===== src/rtl/riscv_v_pkg.sv =====
// Shared vector-unit types plus the writeback-stage entry format and helpers.
package riscv_v_pkg;

    localparam int unsigned RISCV_V_VLEN     = 128;
    localparam int unsigned RISCV_V_VLENB    = RISCV_V_VLEN / 8;
    localparam int unsigned RISCV_V_WB_DEPTH = 2;

    typedef logic [RISCV_V_VLEN-1:0]  riscv_v_data_t;
    typedef logic [4:0]               riscv_v_rf_addr_t;
    typedef logic [RISCV_V_VLENB-1:0] riscv_v_rf_wr_en_t;

    // ALU result: data plus per-byte merge (keep old byte) and valid masks
    typedef struct packed {
        riscv_v_data_t     data;
        riscv_v_rf_wr_en_t merge;
        riscv_v_rf_wr_en_t valid;
    } riscv_v_alu_data_t;

    // One buffered register-file write
    typedef struct packed {
        riscv_v_rf_addr_t  addr;
        riscv_v_data_t     data;
        riscv_v_rf_wr_en_t en;
    } riscv_v_wb_entry_t;

    // A byte is written only when it is valid and not merged
    function automatic riscv_v_rf_wr_en_t f_alu_to_wr_en(input riscv_v_alu_data_t a);
        return a.valid & ~a.merge;
    endfunction

endpackage


===== src/rtl/riscv_v_wb_fifo.sv =====
// DEPTH-entry FIFO of writeback entries with flush and per-entry visibility.
module riscv_v_wb_fifo
    import riscv_v_pkg::*;
#(
    parameter int unsigned DEPTH = RISCV_V_WB_DEPTH,
    parameter int unsigned PTR_W = $clog2(DEPTH)
) (
    input  logic                                clk,
    input  logic                                rst,
    input  logic                                push_i,
    input  logic                                pop_i,
    input  logic                                flush_i,
    input  riscv_v_wb_entry_t                   wr_entry_i,
    output riscv_v_wb_entry_t                   head_o,
    output riscv_v_rf_addr_t  [DEPTH-1:0]       ent_addr_o,
    output riscv_v_rf_wr_en_t [DEPTH-1:0]       ent_en_o,
    output logic              [DEPTH-1:0]       valid_o,
    output logic              [PTR_W:0]         occupancy_o,
    output logic                                full_o,
    output logic                                empty_o
);

    localparam int unsigned CW = PTR_W + 1;

    riscv_v_wb_entry_t [DEPTH-1:0] mem_q;
    logic [PTR_W-1:0] wr_ptr_q, wr_ptr_d;
    logic [PTR_W-1:0] rd_ptr_q, rd_ptr_d;
    logic [CW-1:0]    count_q,  count_d;
    logic             push_ok;
    logic             pop_ok;

    // Guard the handshakes so the FIFO can never over- or underflow
    always_comb begin
        push_ok  = push_i && !flush_i && (count_q < CW'(DEPTH));
        pop_ok   = pop_i && (count_q != '0);
        wr_ptr_d = wr_ptr_q + PTR_W'(push_ok);
        rd_ptr_d = rd_ptr_q + PTR_W'(pop_ok);
        count_d  = count_q + CW'(push_ok) - CW'(pop_ok);
        if (flush_i) begin
            wr_ptr_d = '0;
            rd_ptr_d = '0;
            count_d  = '0;
        end
    end

    // Pointer and occupancy registers
    always_ff @(posedge clk or posedge rst) begin
        if (rst) begin
            wr_ptr_q <= '0;
            rd_ptr_q <= '0;
            count_q  <= '0;
        end else begin
            wr_ptr_q <= wr_ptr_d;
            rd_ptr_q <= rd_ptr_d;
            count_q  <= count_d;
        end
    end

    // Entry storage, written at the tail on an accepted push
    always_ff @(posedge clk or posedge rst) begin
        if (rst) begin
            mem_q <= '0;
        end else if (push_ok) begin
            mem_q[wr_ptr_q] <= wr_entry_i;
        end
    end

    // Entry i is live when its distance from the head is below the count
    always_comb begin
        valid_o    = '0;
        ent_addr_o = '0;
        ent_en_o   = '0;
        for (int unsigned i = 0; i < DEPTH; i++) begin
            valid_o[i]    = {1'b0, PTR_W'(i) - rd_ptr_q} < count_q;
            ent_addr_o[i] = mem_q[i].addr;
            ent_en_o[i]   = mem_q[i].en;
        end
    end

    assign head_o      = mem_q[rd_ptr_q];
    assign occupancy_o = count_q;
    assign full_o      = (count_q == CW'(DEPTH));
    assign empty_o     = (count_q == '0);

endmodule


===== src/rtl/riscv_v_wb_stage.sv =====
// Vector writeback stage: buffers ALU results and drives the regfile write port.
module riscv_v_wb_stage
    import riscv_v_pkg::*;
#(
    parameter int unsigned DEPTH = RISCV_V_WB_DEPTH,
    parameter int unsigned PTR_W = $clog2(DEPTH)
) (
    input  logic              clk,
    input  logic              rst,
    input  logic              alu_valid,
    output logic              alu_ready,
    input  riscv_v_alu_data_t alu_data,
    input  riscv_v_rf_addr_t  alu_dst_addr,
    input  logic              flush,
    input  logic              rf_wr_stall,
    output logic              rf_wr_req,
    output riscv_v_rf_addr_t  rf_wr_addr,
    output riscv_v_rf_wr_en_t rf_wr_en,
    output riscv_v_data_t     rf_wr_data,
    input  riscv_v_rf_addr_t  chk_addr,
    output logic              chk_hit,
    output logic [PTR_W:0]    occupancy,
    output logic              empty
);

    riscv_v_wb_entry_t                 wr_entry;
    riscv_v_wb_entry_t                 head;
    riscv_v_rf_addr_t  [DEPTH-1:0]     ent_addr;
    riscv_v_rf_wr_en_t [DEPTH-1:0]     ent_en;
    logic              [DEPTH-1:0]     ent_valid;
    logic                              full;
    logic                              push;

    // Handshake, byte-enable conversion and stall gating of the head write
    always_comb begin
        alu_ready      = !full && !flush;
        push           = alu_valid && alu_ready;
        wr_entry.addr  = alu_dst_addr;
        wr_entry.data  = alu_data.data;
        wr_entry.en    = f_alu_to_wr_en(alu_data);
        rf_wr_req      = !empty && !rf_wr_stall;
        rf_wr_addr     = head.addr;
        rf_wr_data     = head.data;
        rf_wr_en       = rf_wr_req ? head.en : '0;
    end

    // RAW hazard check against every live entry that writes at least one byte
    always_comb begin
        chk_hit = 1'b0;
        for (int unsigned i = 0; i < DEPTH; i++) begin
            if (ent_valid[i] && (ent_addr[i] == chk_addr) && (ent_en[i] != '0)) begin
                chk_hit = 1'b1;
            end
        end
    end

    riscv_v_wb_fifo #(
        .DEPTH (DEPTH),
        .PTR_W (PTR_W)
    ) u_fifo (
        .clk         (clk),
        .rst         (rst),
        .push_i      (push),
        .pop_i       (rf_wr_req),
        .flush_i     (flush),
        .wr_entry_i  (wr_entry),
        .head_o      (head),
        .ent_addr_o  (ent_addr),
        .ent_en_o    (ent_en),
        .valid_o     (ent_valid),
        .occupancy_o (occupancy),
        .full_o      (full),
        .empty_o     (empty)
    );

endmodule

===== config.mk =====
export PLATFORM = sky130hd
export DESIGN_NAME = riscv_v_wb_stage
export DESIGN_NICKNAME = d
export VERILOG_FILES = /design/src/rtl/riscv_v_pkg.sv /design/src/rtl/riscv_v_wb_fifo.sv /design/src/rtl/riscv_v_wb_stage.sv
export SDC_FILE = /design/constraint.sdc
export NUM_CORES = 1
export LEC_CHECK = 0
export CAP_MARGIN = 20
export CORE_ASPECT_RATIO = 1.75
export CORE_MARGIN = 2
export CORE_UTILIZATION = 54
export CTS_BUF_LIST = sky130_fd_sc_hd__clkbuf_8 sky130_fd_sc_hd__clkbuf_16
export DETAILED_ROUTE_END_ITERATION = 10
export PLACE_DENSITY = 0.94
export SYNTH_ARGS = -nofsm -noshare
export SYNTH_HDL_FRONTEND = slang
export SYNTH_SLANG_ARGS = --single-unit

===== constraint.sdc =====
create_clock -name clk -period 14.35 [get_ports clk]
set_clock_uncertainty 0.05 [all_clocks]
set_input_delay 1.435 -clock clk [delete_from_list [all_inputs] [get_ports clk]]
set_output_delay 1.435 -clock clk [all_outputs]
set_load 0.02 [all_outputs]

======== Word-level counts from Yosys, hierarchy flattened ========
Cells that the tools add are included.
storage, ports and cells
  bits in registers ....................... 302
  input port bits ......................... 175
  output and inout bits ................... 155
  logic and storage cells ................. 56
cells by class
  add/subtract/negate cells ............... 6
  order comparisons ....................... 6
  equality and inequality tests ........... 3
  muxes and demuxes ....................... 11
  bitwise logic cells ..................... 2
  reduce and logical (&&, ||, !) cells .... 19
operators by type and width
  kind                 count
  $mux 149             3
  $bwmux 298           1
  $demux 149 s1        1
  $reduce_bool 16->1   2
  $and 16x16->16       1
  $mux 16              1
  $not 16->16          1
  $logic_and 1x1->1    11
  $eq 5x5->1           2
  $logic_not 1->1      4
  $lt 1x2->1           2
  $lt 1x2->1 const B   2
  $mux 1               4
  $add 1x1->1          2
  $add 2x1->2          1
  $eq 2x2->1 const B   1
  $logic_not 2->1      1
  $lt 2x2->1 const B   1
  $mux 2               1
  $reduce_bool 2->1    1
  $sub 1x1->1 const A  2
  $sub 2x1->2          1
  $ge 1x1->1 const B   1

======== Logic depth before layout (Yosys ltp) ========
Gate-level depths: netlist (run 1).
  depth after elaboration ................. 9
  mapped depth ............................ 11
  gate-level depth less buffers ........... 9

======== Hierarchy ========
From an unflattened synthesis (run 1), not the netlist that was laid out.
unflattened totals
  cells, all modules ...................... 926
  area, all modules ....................... 14,365.0 um^2
by module, submodules not included
  module            instances  cells each  area each (um^2)  sequential area each (um^2)
  riscv_v_wb_fifo   1          865         13,960.9          7,557.2
  riscv_v_wb_stage  1          61          404.1             0.0

======== Worst setup path before layout (run 1) ========
OpenSTA, ideal clock, no wires.
  path kind ............................... input to output
  start ................................... input rf_wr_stall
  end ..................................... output rf_wr_en[10]
  data arrival time ....................... 2.215 ns
  required time ........................... 12.865 ns
  slack ................................... 10.650 ns
  stages .................................. 4
  buffers on the path ..................... 2
  path through ............................ or2_1 > buf_6 > buf_8 > nor2_1
between the ends
  cells in the longest elaborated chain, start to end .. 3
RTL lines
  element             line                    source
  start: declaration  riscv_v_wb_stage.sv:15  input logic rf_wr_stall,
  $logic_not 1->1     riscv_v_wb_stage.sv:41  rf_wr_req = !empty && !rf_wr_stall;
  $logic_and 1x1->1   riscv_v_wb_stage.sv:41
  $mux 16             riscv_v_wb_stage.sv:44  rf_wr_en = rf_wr_req ? head.en : '0;
  end: declaration    riscv_v_wb_stage.sv:18  output riscv_v_rf_wr_en_t rf_wr_en,
No other way between the ends.

======== Worst setup path after layout (run 1) ========
  start ................................... input rf_wr_stall
  end ..................................... output rf_wr_en[0]
Same word-level chain as after synthesis.

==> results by group, run 1 <==
Critical path
  – CP max-delay cell: clkdlybuf4s50_1
  – Critical Path Fanout Max: 18
  – Cell mode on critical path: clkdlybuf4s50_1
  – CP Class: primary input to primary output
  – CP Data Arrival Time: roughly 3.2 ns
  – CP delay by family, top: buffers and inverters
  – Worst-path cell chain: clkdlybuf4s50_1 > or2_1 > nor2_1 > clkdlybuf4s50_1
  – Startpoint types: primary input
  – Crit path buffers/inverters: 2
  – Largest stage delay on the critical path: 0.63 ns
  – Data required, critical path: 12.86 ns
  – CP endpoint kind: primary output

Clock network
  – CTS tree: built
  – CTS Buffer Depth: 3
  – H-tree Lvls: 1
  – CTS Hold Bufs: 0
  – CTS Sinks: ~300
  – Post CTS Setup Buffer Count: 0
  – Clk pin slew, worst setup/hold paths: around 0.060 ns
  – CTS resizes: 0
  – CTS buffer count: 27
  – Insertion delay to the later sink of the worst-skew pair: ~0.52 ns
  – Clock Tree Root: clkbuf_16

Yosys
  – Synth async-reset ratio: between 90% and 100%
  – Synth Flop Type: dfrtp_1
  – Post-synth EDFFs: 0
  – Sequential element share of the synthesized area: between 50% and 60%
  – Yosys cell types: 20
  – Seq cells post-synth: between 300 and 400
  – Mapped Nets: 1060
  – Synth warnings: 0
  – Syn_area_per_cell: approximately 15 um2
  – Post-Syn Area: ~13000 um2
  – Cells after synthesis: ~880

STA
  – Slew at the pin closest to its max-slew limit: ~1.1 ns
  – Worst hold slack: roughly 0.45 ns
  – Endpoints failing setup: 0
  – RSZ-0062 raised after global routing: false
  – Total Neg Setup Slack: 0 ns
  – Final Hold Viols: 0
  – Final WS setup: 9.69 ns
  – Worst rel slew slack: 23.9%
  – Period utilization: 32.5%
  – Fmax: about 210 MHz
  – Final worst path period need: roughly 4.7 ns
  – Max-slew violations: 0

Route
  – Routed WL per cell: 20.9 um
  – Via density: approximately 5.5
  – First drt pass iteration count: 4
  – Vias post-DR: 8400
  – DR DRC count: 0
  – Drt initial violations: 408
  – Final antenna-violating net count: 0
  – Drt total wl: ~32000 um

Global routing
  – GR Overflow Total: 0
  – Largest net degree at the start of global routing: 134
  – Initial antenna violation count: 3
  – First-pass GRT wire length: between 40000 and 50000 um
  – Vias in the first global route: 9307
  – GRT Total Usage: approximately a quarter

Placement
  – Port bufs: approximately 330
  – DP Wirelength: 21400 um
  – GPL Wtd Cong: ~0.83
  – Placement Cell Area: between 15000 and 20000 um2
  – Worst slack, placed: between 9 and 10 ns
  – Placed cells: approximately 1500

Die
  – Die Wd: 123 um
  – Die area: 26300 um2
  – Initial core utilization: 54.8%
  – Top-Level Pins: 330
  – Core Footprint: roughly 25000 um2
  – Die height: 213 um
  – Cell row count: 76

Hold path
  – Hold crit path type: flip-flop to flip-flop

Final layout
  – Post-Route Utilization: between 70% and 80%
  – Fin cells: between 1500 and 2000
  – Nets: 1375
  – Final instance area: 17800 um2
  – Layout Area Growth over Synthesis: 31.9%
  – Ratio of cells with drive above 1 in the final layout: slightly above 40%

Pwr
  – Max VDD drop: approximately 150 uV
  – Overall Power: roughly 4.0 mW
  – P per Cell Area: 226 nW/um2
  – Static leakage: approximately 7.3 nW

Flow run
  – Number of max-cap violations: 0

Outcome
  – Status: complete, no violations
[synthesized netlist by cell type (2+ instances only)]
cell     count  share of area (%)
xnor2_1      4               0.26
nor2_1      20               0.56
buf_2       22               0.82
a21oi_1      2              0.074
nor2b_1     17               0.79
mux2i_1     16                1.2
ha_1         4               0.37
buf_4        8               0.45
inv_1        5               0.14
mux2_2     431                 36
nor4_1      10               0.46
dfrtp_1    302                 56
xor2_1       9               0.58
buf_6       22                1.8
nand4_1      4               0.19
[cell families after synthesis]
family / after synthesis / share of synthesized area [%]
multiplexers: 447 / 37.2
flip-flops: 302 / 56.0
buffers and inverters: 58 / 3.35
AND/OR/NAND/NOR: 54 / 2.12
XOR/XNOR: 13 / 0.844
adder cells (fa/ha/maj): 4 / 0.371
AO/OA/AOI/OAI: 3 / 0.130
[path summary, 6_finish.rpt]
kind	from	end	slack, ns	depth (start not counted)
worst max register to register	u_fifo.occupancy_o[1]	u_fifo.mem_q[284]	11.08	4
worst min-delay path	u_fifo.mem_q[33]	u_fifo.mem_q[33]	0.45	1
max in group asynchronous	rst	u_fifo.ent_addr_o[8]	10.89	6
worst max-delay path	rf_wr_stall	rf_wr_en[0]	9.69	4
worst min register to register	u_fifo.mem_q[33]	u_fifo.mem_q[33]	0.45	1
min in group asynchronous	rst	u_fifo.mem_q[218]	1.41	2
[routing by layer]
metal | part of all wire (%) | wire, um | track usage (%) | up-vias
li1 | - | - | - | 3770
met1 | 36 | 11500 | 25.9 | 4286
met2 | 55 | 17400 | 43.6 | 261
met3 | 4.6 | 1460 | 3.90 | 83
met4 | 5.1 | 1640 | 12.5 | 0
met5 | 0 | 0 | 0 | -
[state kept, by name, summed over array words and instances (netlist names)]
register / cells
u_fifo.mem_q: 256
u_fifo.occupancy_o: 2
u_fifo.wr_ptr_q: 1
u_fifo.ent_addr_o: 10
u_fifo.ent_en_o: 32
u_fifo.rd_ptr_q: 1
[cell usage in the layout (no fill, tap or decap), types with 2 or more instances in the layout]
cell,count
inv_6,2
nand4_1,4
a21oi_1,2
buf_4,8
nor2b_1,17
diode_2,3
clkbuf_8,7
ha_1,2
buf_16,2
xor2_1,9
nor4_1,10
bufinv_16,2
nor2_1,20
inv_1,8
clkinv_2,6
clkdlybuf4s50_1,329
mux2_2,431
ha_4,2
xnor2_1,4
mux2i_1,16
clkbuf_16,27
dfrtp_1,301
[power breakdown]
part           switching [mW]  internal, mW
registers               0.226          1.25
logic                   0.802          1.01
clock network           0.314         0.416
[cell type report]
cell class                 instances  area, um2
clock inverter                    14        123
inverter                           5       26.3
clock buffer                      34        772
tap                              312        390
fill                            1578       6830
sequential                       302       7560
timing repair buffer             339       3410
multi-input combinational        521       5510
antenna                            3       7.51
No activity file was read; power rests on OpenSTA's default activity.
==> inputs of run 2 (changes only) <==
--- a/config.mk
+++ b/config.mk
@@ -8,10 +8,10 @@
 export CAP_MARGIN = 20
 export CORE_ASPECT_RATIO = 1.75
 export CORE_MARGIN = 2
-export CORE_UTILIZATION = 54
+export CORE_UTILIZATION = 50
 export CTS_BUF_LIST = sky130_fd_sc_hd__clkbuf_8 sky130_fd_sc_hd__clkbuf_16
 export DETAILED_ROUTE_END_ITERATION = 10
-export PLACE_DENSITY = 0.94
+export PLACE_DENSITY = 0.89
 export SYNTH_ARGS = -nofsm -noshare
 export SYNTH_HDL_FRONTEND = slang
 export SYNTH_SLANG_ARGS = --single-unit
==> constraint.sdc (replaced) <==
create_clock -name clk -period 4.5 [get_ports clk]
set_clock_uncertainty 0.05 [all_clocks]
set_input_delay 0.45 -clock clk [delete_from_list [all_inputs] [get_ports clk]]
set_output_delay 0.45 -clock clk [all_outputs]
set_load 0.02 [all_outputs]
==> run 2 against run 1 <==
  * Final cell count rose by 0.78%
  * Non-clock buffer count rose by 1
  * Via count fell by 0.26%
  * Wire length decreased by 0.85%
  * Global-route usage decreased by 2.0 points
  * Worst setup slack worse by 8.3 ns
  * Largest power group unchanged
==> results by group, run 2 (synthesis results as in run 1) <==
Outcome
  – Status: complete, no violations (unchanged)

Global routing
  – Initial antenna violation count: 2 (was 3)
  – Largest net degree at the start of global routing: 111 (was 134)
  – First-pass GRT wire length: 49500 um (was 48900 um)
  – GRT Total Usage: 21.9% (was 23.9%)
  – Vias in the first global route: 9338 (was 9307)
  – GR Overflow Total: 0 (unchanged)

Pwr
  – Logic pwr share: 44.5% (was 45.0%)
  – Static leakage: 7.33 nW (was 7.31 nW)
  – Max VDD drop: 531 uV (was 145 uV)
  – Flop pwr share: 36.6% (was 36.8%)
  – Switch Pwr: 4.24 mW (was 1.34 mW)
  – Net switching fraction of the power: 32.9% (was 33.4%)
  – Clock share of power: 18.8% (was 18.2%)
  – P per Cell Area: 719 nW/um2 (was 226 nW/um2)
  – Internal: 8.64 mW (was 2.68 mW)

Clock network
  – Clock Tree Root: clkbuf_16 (unchanged)
  – CTS tree: built (unchanged)
  – Insertion delay to the later sink of the worst-skew pair: 0.53 ns (was 0.52 ns)
  – CTS Hold Bufs: 0 (unchanged)
  – CTS Sinks: 302 (unchanged)
  – Post CTS Setup Buffer Count: 0 (unchanged)
  – CTS Buffer Depth: 3 (unchanged)
  – Clk pin slew, worst setup/hold paths: 0.06 ns (about the same)
  – CTS buffer count: 28 (was 27)
  – H-tree Lvls: 1 (unchanged)
  – CTS resizes: 0 (unchanged)

Final layout
  – Nets: 1377 (was 1375)
  – Ratio of cells with drive above 1 in the final layout: 40.5% (was 40.2%)
  – Layout Area Growth over Synthesis: 32.9% (was 31.9%)
  – Commonest non-fill, non-tap cell in the layout: mux2_2 (unchanged)
  – Most frequent cells in the layout: 431 x mux2_2, 329 x clkdlybuf4s50_1, 301 x dfrtp_1 (unchanged)
  – Most flops, register: u_fifo.mem_q (unchanged)
  – Post-Route Utilization: 67.4% (was 72.3%)
  – Fill cells: 1821 (was 1578)
  – Final instance area: 17900 um2 (was 17800 um2)
  – Max reg flops: 256 (unchanged)

STA
  – Slew at the pin closest to its max-slew limit: 0.806 ns (was 1.14 ns)
  – Worst rel slew slack: 46.1% (was 23.9%)
  – Fmax: 317 MHz
  – Final Hold Viols: 0 (unchanged)
  – Final worst path period need: 3.15 ns
  – Period utilization: 70.0%
  – Max-slew violations: 0 (unchanged)
  – RSZ-0062 raised after global routing: false (unchanged)
  – Endpoints failing setup: 0 (unchanged)

Critical path
  – Reg2Reg Capture Point: u_fifo.mem_q[95] (was u_fifo.mem_q[284])
  – Worst setup path endpoint: rf_wr_data[112] (was rf_wr_en[0])
  – CP Data Arrival Time: 2.65 ns (was 3.18 ns)
  – CP endpoint kind: primary output (unchanged)
  – CP max-delay cell: dfrtp_4 (was clkdlybuf4s50_1)
  – CP Launch Point: u_fifo.rd_ptr_q (was rf_wr_stall)
  – CP Class: flip-flop to primary output (was primary input to primary output)
  – Startpoint types: flip-flop (was primary input)
  – Critical Path Fanout Max: 76 (was 18)
  – Register-to-register setup slack: 1.71 ns (was 11.08 ns)
  – Reg-to-Reg Start: u_fifo.occupancy_o[1] (unchanged)
  – Path depth of the worst reg2reg path: 4 (unchanged)
  – Largest stage delay on the critical path: 0.62 ns (was 0.63 ns)
  – Data required, critical path: 4.00 ns (was 12.86 ns)
  – Worst-path cell chain: buf_12 > mux2_2 > clkdlybuf4s50_1 (was clkdlybuf4s50_1 > or2_1 > nor2_1 > clkdlybuf4s50_1)

Die
  – Initial core utilization: 50.7% (was 54.8%)
  – Die area: 28400 um2 (was 26300 um2)
  – Top-Level Pins: 330 (unchanged)
  – Die Wd: 128 um (was 123 um)
  – Cell row count: 79 (was 76)
  – Core Footprint: 26600 um2 (was 24600 um2)
  – Die height: 221 um (was 213 um)

Route
  – DR DRC count: 0 (unchanged)
  – Via density: 5.43 (was 5.49)
  – First drt pass iteration count: 4 (unchanged)
  – Routed WL per cell: 20.6 um (was 20.9 um)
  – Vias post-DR: 8378 (was 8400)
  – Drt total wl: 31700 um (was 32000 um)
  – Drt initial violations: 268 (was 408)
  – Final antenna-violating net count: 0 (unchanged)

Placement
  – GPL Wtd Cong: 0.807 (was 0.831)
  – DP Wirelength: 21400 um (about the same)
  – Port bufs: 329 (unchanged)
  – Placement Cell Area: 17000 um2 (was 16800 um2)

Hold path
  – Hold crit path type: primary input to async pin (was flip-flop to flip-flop)

Flow run
  – Number of max-cap violations: 0 (unchanged)
## run 2: cell count changes in the layout (fill, tap and decap cells not counted), sizes merged
cell / before / now
clkinvlp: 0 / 2
diode: 3 / 2
inv: 11 / 6
buf: 10 / 11
clkinv: 6 / 5
clkbuf: 34 / 38
## run 2: stage by stage
stage	instances	hold slack (ns)	worst slack (ns)	TNS [ns]	total power, mW
after floorplan	881	0.425	-0.0150	-4.54	8.11
after global placement	1492	0.433	1.31	0	10.3
after detailed placement	1492	0.440	1.24	0	10.5
after CTS	1540	0.380	1.34	0	13.0
after global routing	1542	0.421	1.30	0	13.5
final	1542	0.375	1.35	0	12.9
## run 2: cell type report
type,count,area [um2],share of cell area (%)
Clock buffer,38,850,4.74
Inverter,5,22.5,0.126
Antenna cell,2,5.00,0.0279
Clock inverter,10,100,0.558
Timing Repair Buffer,340,3480,19.4
Multi-Input combinational cell,521,5510,30.7
Sequential cell,302,7560,42.2
Tap cell,324,405,2.26
## run 2: worst min-delay path by stage
stage	start	end	slack (ns)	cells past startpoint
global placement	u_fifo.mem_q[228]	u_fifo.mem_q[228]	0.43	1
CTS	rst	u_fifo.mem_q[113]	0.38	2
finish	rst	u_fifo.mem_q[250]	0.37	2
global route	rst	u_fifo.mem_q[113]	0.42	2
floorplan	u_fifo.mem_q[165]	u_fifo.mem_q[165]	0.42	1
detailed placement	u_fifo.mem_q[223]	u_fifo.mem_q[223]	0.44	1
## run 2: critical path, delay by kind of cell (launching register included)
kind                   cells  cell delay [ns]
buffers and inverters      2             0.97
DFF                        1             0.62
muxes                      1             0.40
## run 2: power groups by stage
stage / clock network [mW] / registers, mW / logic [mW]
after floorplan: 0 / 4.49 / 3.62
after global placement: 0 / 4.64 / 5.65
after detailed placement: 0 / 4.75 / 5.75
after CTS: 2.48 / 4.72 / 5.80
after global routing: 2.59 / 4.87 / 6.05
final: 2.42 / 4.72 / 5.74
## run 2: routing by layer
metal  vias up  global-route usage [%]  part of all wire (%)
met5         -                       0                     0
met4         0                    9.93                   4.3
met3        75                    3.68                   4.7
met2       245                    41.1                    55
met1      4274                    23.6                    36
li1       3784                       -                     -
==> inputs of run 3 (changes only) <==
--- a/config.mk
+++ b/config.mk
@@ -8,10 +8,10 @@
 export CAP_MARGIN = 20
 export CORE_ASPECT_RATIO = 1.75
 export CORE_MARGIN = 2
-export CORE_UTILIZATION = 50
+export CORE_UTILIZATION = 45
 export CTS_BUF_LIST = sky130_fd_sc_hd__clkbuf_8 sky130_fd_sc_hd__clkbuf_16
 export DETAILED_ROUTE_END_ITERATION = 10
-export PLACE_DENSITY = 0.89
+export PLACE_DENSITY = 0.85
 export SYNTH_ARGS = -nofsm -noshare
 export SYNTH_HDL_FRONTEND = slang
 export SYNTH_SLANG_ARGS = --single-unit
==> constraint.sdc (replaced) <==
create_clock -name clk -period 2.7 [get_ports clk]
set_clock_uncertainty 0.05 [all_clocks]
set_input_delay 0.27 -clock clk [delete_from_list [all_inputs] [get_ports clk]]
set_output_delay 0.27 -clock clk [all_outputs]
set_load 0.02 [all_outputs]
==> run 3 against run 2 <==
  * Die area is 11% higher
  * Power is 67% higher
  * First-iteration DRC count is 6.7% lower
  * Clock power is 63% higher
  * Sequential power is 66% higher
  * Combinational power is 69% higher
  * Global-route usage is 1.2 points lower
  * Hold slack worse by 0.22 ns
  * Non-clock buffer count is 24 higher
  * Design area is 2.9% higher
  * Via count is 1.6% higher
  * Sequential cell count stayed put
  * Largest power group unchanged
==> results by group, run 3 (synthesis results as in run 1) <==
STA
  – Slew at the pin closest to its max-slew limit: 0.726 ns (was 0.806 ns)
  – Period utilization: between 90% and 100%
  – Final WS setup: 0.0698 ns (was 1.35 ns)
  – RSZ-0062 raised after global routing: false (unchanged)
  – Endpoints failing setup: 0 (unchanged)
  – Fmax: roughly 380 MHz
  – Final worst path period need: approximately 2.6 ns
  – Final Hold Viols: 0 (unchanged)
  – Max-slew violations: 0 (unchanged)
  – Worst rel slew slack: 51.5% (was 46.1%)

Clock network
  – Clock Tree Root: clkbuf_16 (unchanged)
  – CTS tree: built (unchanged)
  – CTS Buffer Depth: 3 (unchanged)
  – CTS buffer count: 28 (unchanged)
  – CTS Sinks: 302 (unchanged)
  – CTS Hold Bufs: 0 (unchanged)
  – Insertion delay to the later sink of the worst-skew pair: 0.54 ns (was 0.53 ns)
  – Clk pin slew, worst setup/hold paths: 0.06 ns (about the same)
  – H-tree Lvls: 1 (unchanged)

Route
  – First drt pass iteration count: 4 (unchanged)
  – DR DRC count: 0 (unchanged)
  – Drt total wl: 33100 um (was 31700 um)
  – Final antenna-violating net count: 0 (unchanged)
  – Vias post-DR: 8514 (was 8378)
  – Drt initial violations: 250 (was 268)
  – Via density: 5.22 (was 5.43)
  – Routed WL per cell: 20.3 um (was 20.6 um)

Critical path
  – Critical Path Fanout Max: 26 (was 76)
  – CP max-delay cell: clkdlybuf4s50_1 (was dfrtp_4)
  – Cell mode on critical path: buf_12
  – Largest stage delay on the critical path: 0.58 ns (was 0.62 ns)
  – Worst-path cell chain: buf_12 > buf_12 > mux2_2 > clkdlybuf4s50_1 (was buf_12 > mux2_2 > clkdlybuf4s50_1)
  – Crit path buffers/inverters: 3 (was 2)
  – CP delay by family, top: buffers and inverters (unchanged)
  – CP Class: flip-flop to primary output (unchanged)
  – CP endpoint kind: primary output (unchanged)
  – Path depth of the worst reg2reg path: 9 (was 4)
  – Data required, critical path: 2.38 ns (was 4.00 ns)
  – Startpoint types: flip-flop (unchanged)
  – CP Data Arrival Time: 2.31 ns (was 2.65 ns)
  – WP depth: 4 (was 3)

Placement
  – Port bufs: 329 (unchanged)
  – Placed cells: 1571 (was 1492)
  – DP Wirelength: 23300 um (was 21400 um)
  – Worst slack, placed: 0.257 ns (was 1.24 ns)
  – GPL Wtd Cong: 0.801 (was 0.807)
  – Placement Cell Area: 17300 um2 (was 17000 um2)

Global routing
  – Vias in the first global route: 9622 (was 9338)
  – Initial antenna violation count: 3 (was 2)
  – GRT Total Usage: 20.7% (was 21.9%)
  – First-pass GRT wire length: 51200 um (was 49500 um)
  – GR Overflow Total: 0 (unchanged)
  – Largest net degree at the start of global routing: 69 (was 111)

Final layout
  – Multi-input gate area: 5520 um2 (was 5510 um2)
  – Commonest non-fill, non-tap cell in the layout: mux2_2 (unchanged)
  – Layout Area Growth over Synthesis: 36.8% (was 32.9%)
  – Most frequent cells in the layout: 431 x mux2_2, 301 x dfrtp_1, 270 x clkdlybuf4s50_1 (was 431 x mux2_2, 329 x clkdlybuf4s50_1, 301 x dfrtp_1)
  – Most flops, register: u_fifo.mem_q (unchanged)
  – Nets: 1401 (was 1377)
  – Post-Route Utilization: 62.8% (was 67.4%)
  – Final instance area: 18400 um2 (was 17900 um2)
  – Register area: 7560 um2 (unchanged)
  – Fill cells: 2212 (was 1821)
  – Fin cells: 1632 (was 1542)
  – Max reg flops: 256 (unchanged)
  – Ratio of cells with drive above 1 in the final layout: 41.6% (was 40.5%)

Die
  – Die height: 233 um (was 221 um)
  – Top-Level Pins: 330 (unchanged)
  – Die Wd: 135 um (was 128 um)
  – Core Footprint: 29400 um2 (was 26600 um2)
  – Cell row count: 83 (was 79)
  – Die area: 31400 um2 (was 28400 um2)
  – Initial core utilization: 45.9% (was 50.7%)

Flow run
  – Number of max-cap violations: 0 (unchanged)

Pwr
  – P per Cell Area: 1160 nW/um2 (was 719 nW/um2)
  – Static leakage: 8.04 nW (was 7.33 nW)
  – Overall Power: 21.5 mW (was 12.9 mW)
  – Max VDD drop: 896 uV (was 531 uV)

Outcome
  – Status: complete, no violations (unchanged)

Hold path
  – Hold crit path type: primary input to async pin (unchanged)
-- run 3: cell count changes in the layout (fill, tap and decap cells not counted), sizes merged --
cell           delta
buf              +23
bufinv            -1
clkdlybuf4s50    -59
diode             +4
dlygate4sd2       +5
dlymetal6s2s     +54
inv               +6
-- run 3: stage by stage --
stage                     TNS, ns  hold slack (ns)
after global placement          0            0.433
final                           0            0.153
after detailed placement        0            0.440
after CTS                       0            0.159
after floorplan           -493.78            0.286
after global routing            0            0.184
-- run 3: timing repair --
action | CTS | global route
buffers inserted | 2 | 0
gates resized for setup | 6 | 58
endpoints found under the setup margin | 80 | 83
cloned | 0 | 1
pin swaps | 0 | 0
-- run 3: worst paths after layout --
path	start	end	slack (ns)
setup / recovery	u_fifo.rd_ptr_q	rf_wr_data[25]	0.07
hold / removal	rst	u_fifo.mem_q[257]	0.15
setup reg to reg	u_fifo.occupancy_o[0]	u_fifo.occupancy_o[1]	0.60
hold reg to reg	u_fifo.mem_q[221]	u_fifo.mem_q[221]	0.45
max in group asynchronous	rst	u_fifo.mem_q[18]	1.66
min in group clk	alu_data[57]	u_fifo.mem_q[190]	0.31
-- run 3: layer usage --
layer | vias up | share of wire [%] | track usage, %
met1 | 4377 | 35 | 21.9
met5 | - | 0 | 0
li1 | 3821 | - | -
met2 | 241 | 55 | 38.7
met4 | 0 | 4.2 | 10.1
met3 | 75 | 5.2 | 3.97
-- run 3: layout make-up --
class                           count  area share (%)
Timing Repair Buffer              364            21.3
Clock buffer                       37            4.53
Antenna cell                        6          0.0814
Inverter                            5           0.122
Sequential cell                   302            41.0
Clock inverter                     15           0.502
Tap cell                          382            2.59
Multi-Input combinational cell    521            29.9
-- run 3: report_power, final --
part	total (mW)	internal (mW)	switching, mW
Sequential	7.82	6.66	1.16
Clock	3.95	2.26	1.69
Combinational	9.70	5.42	4.27
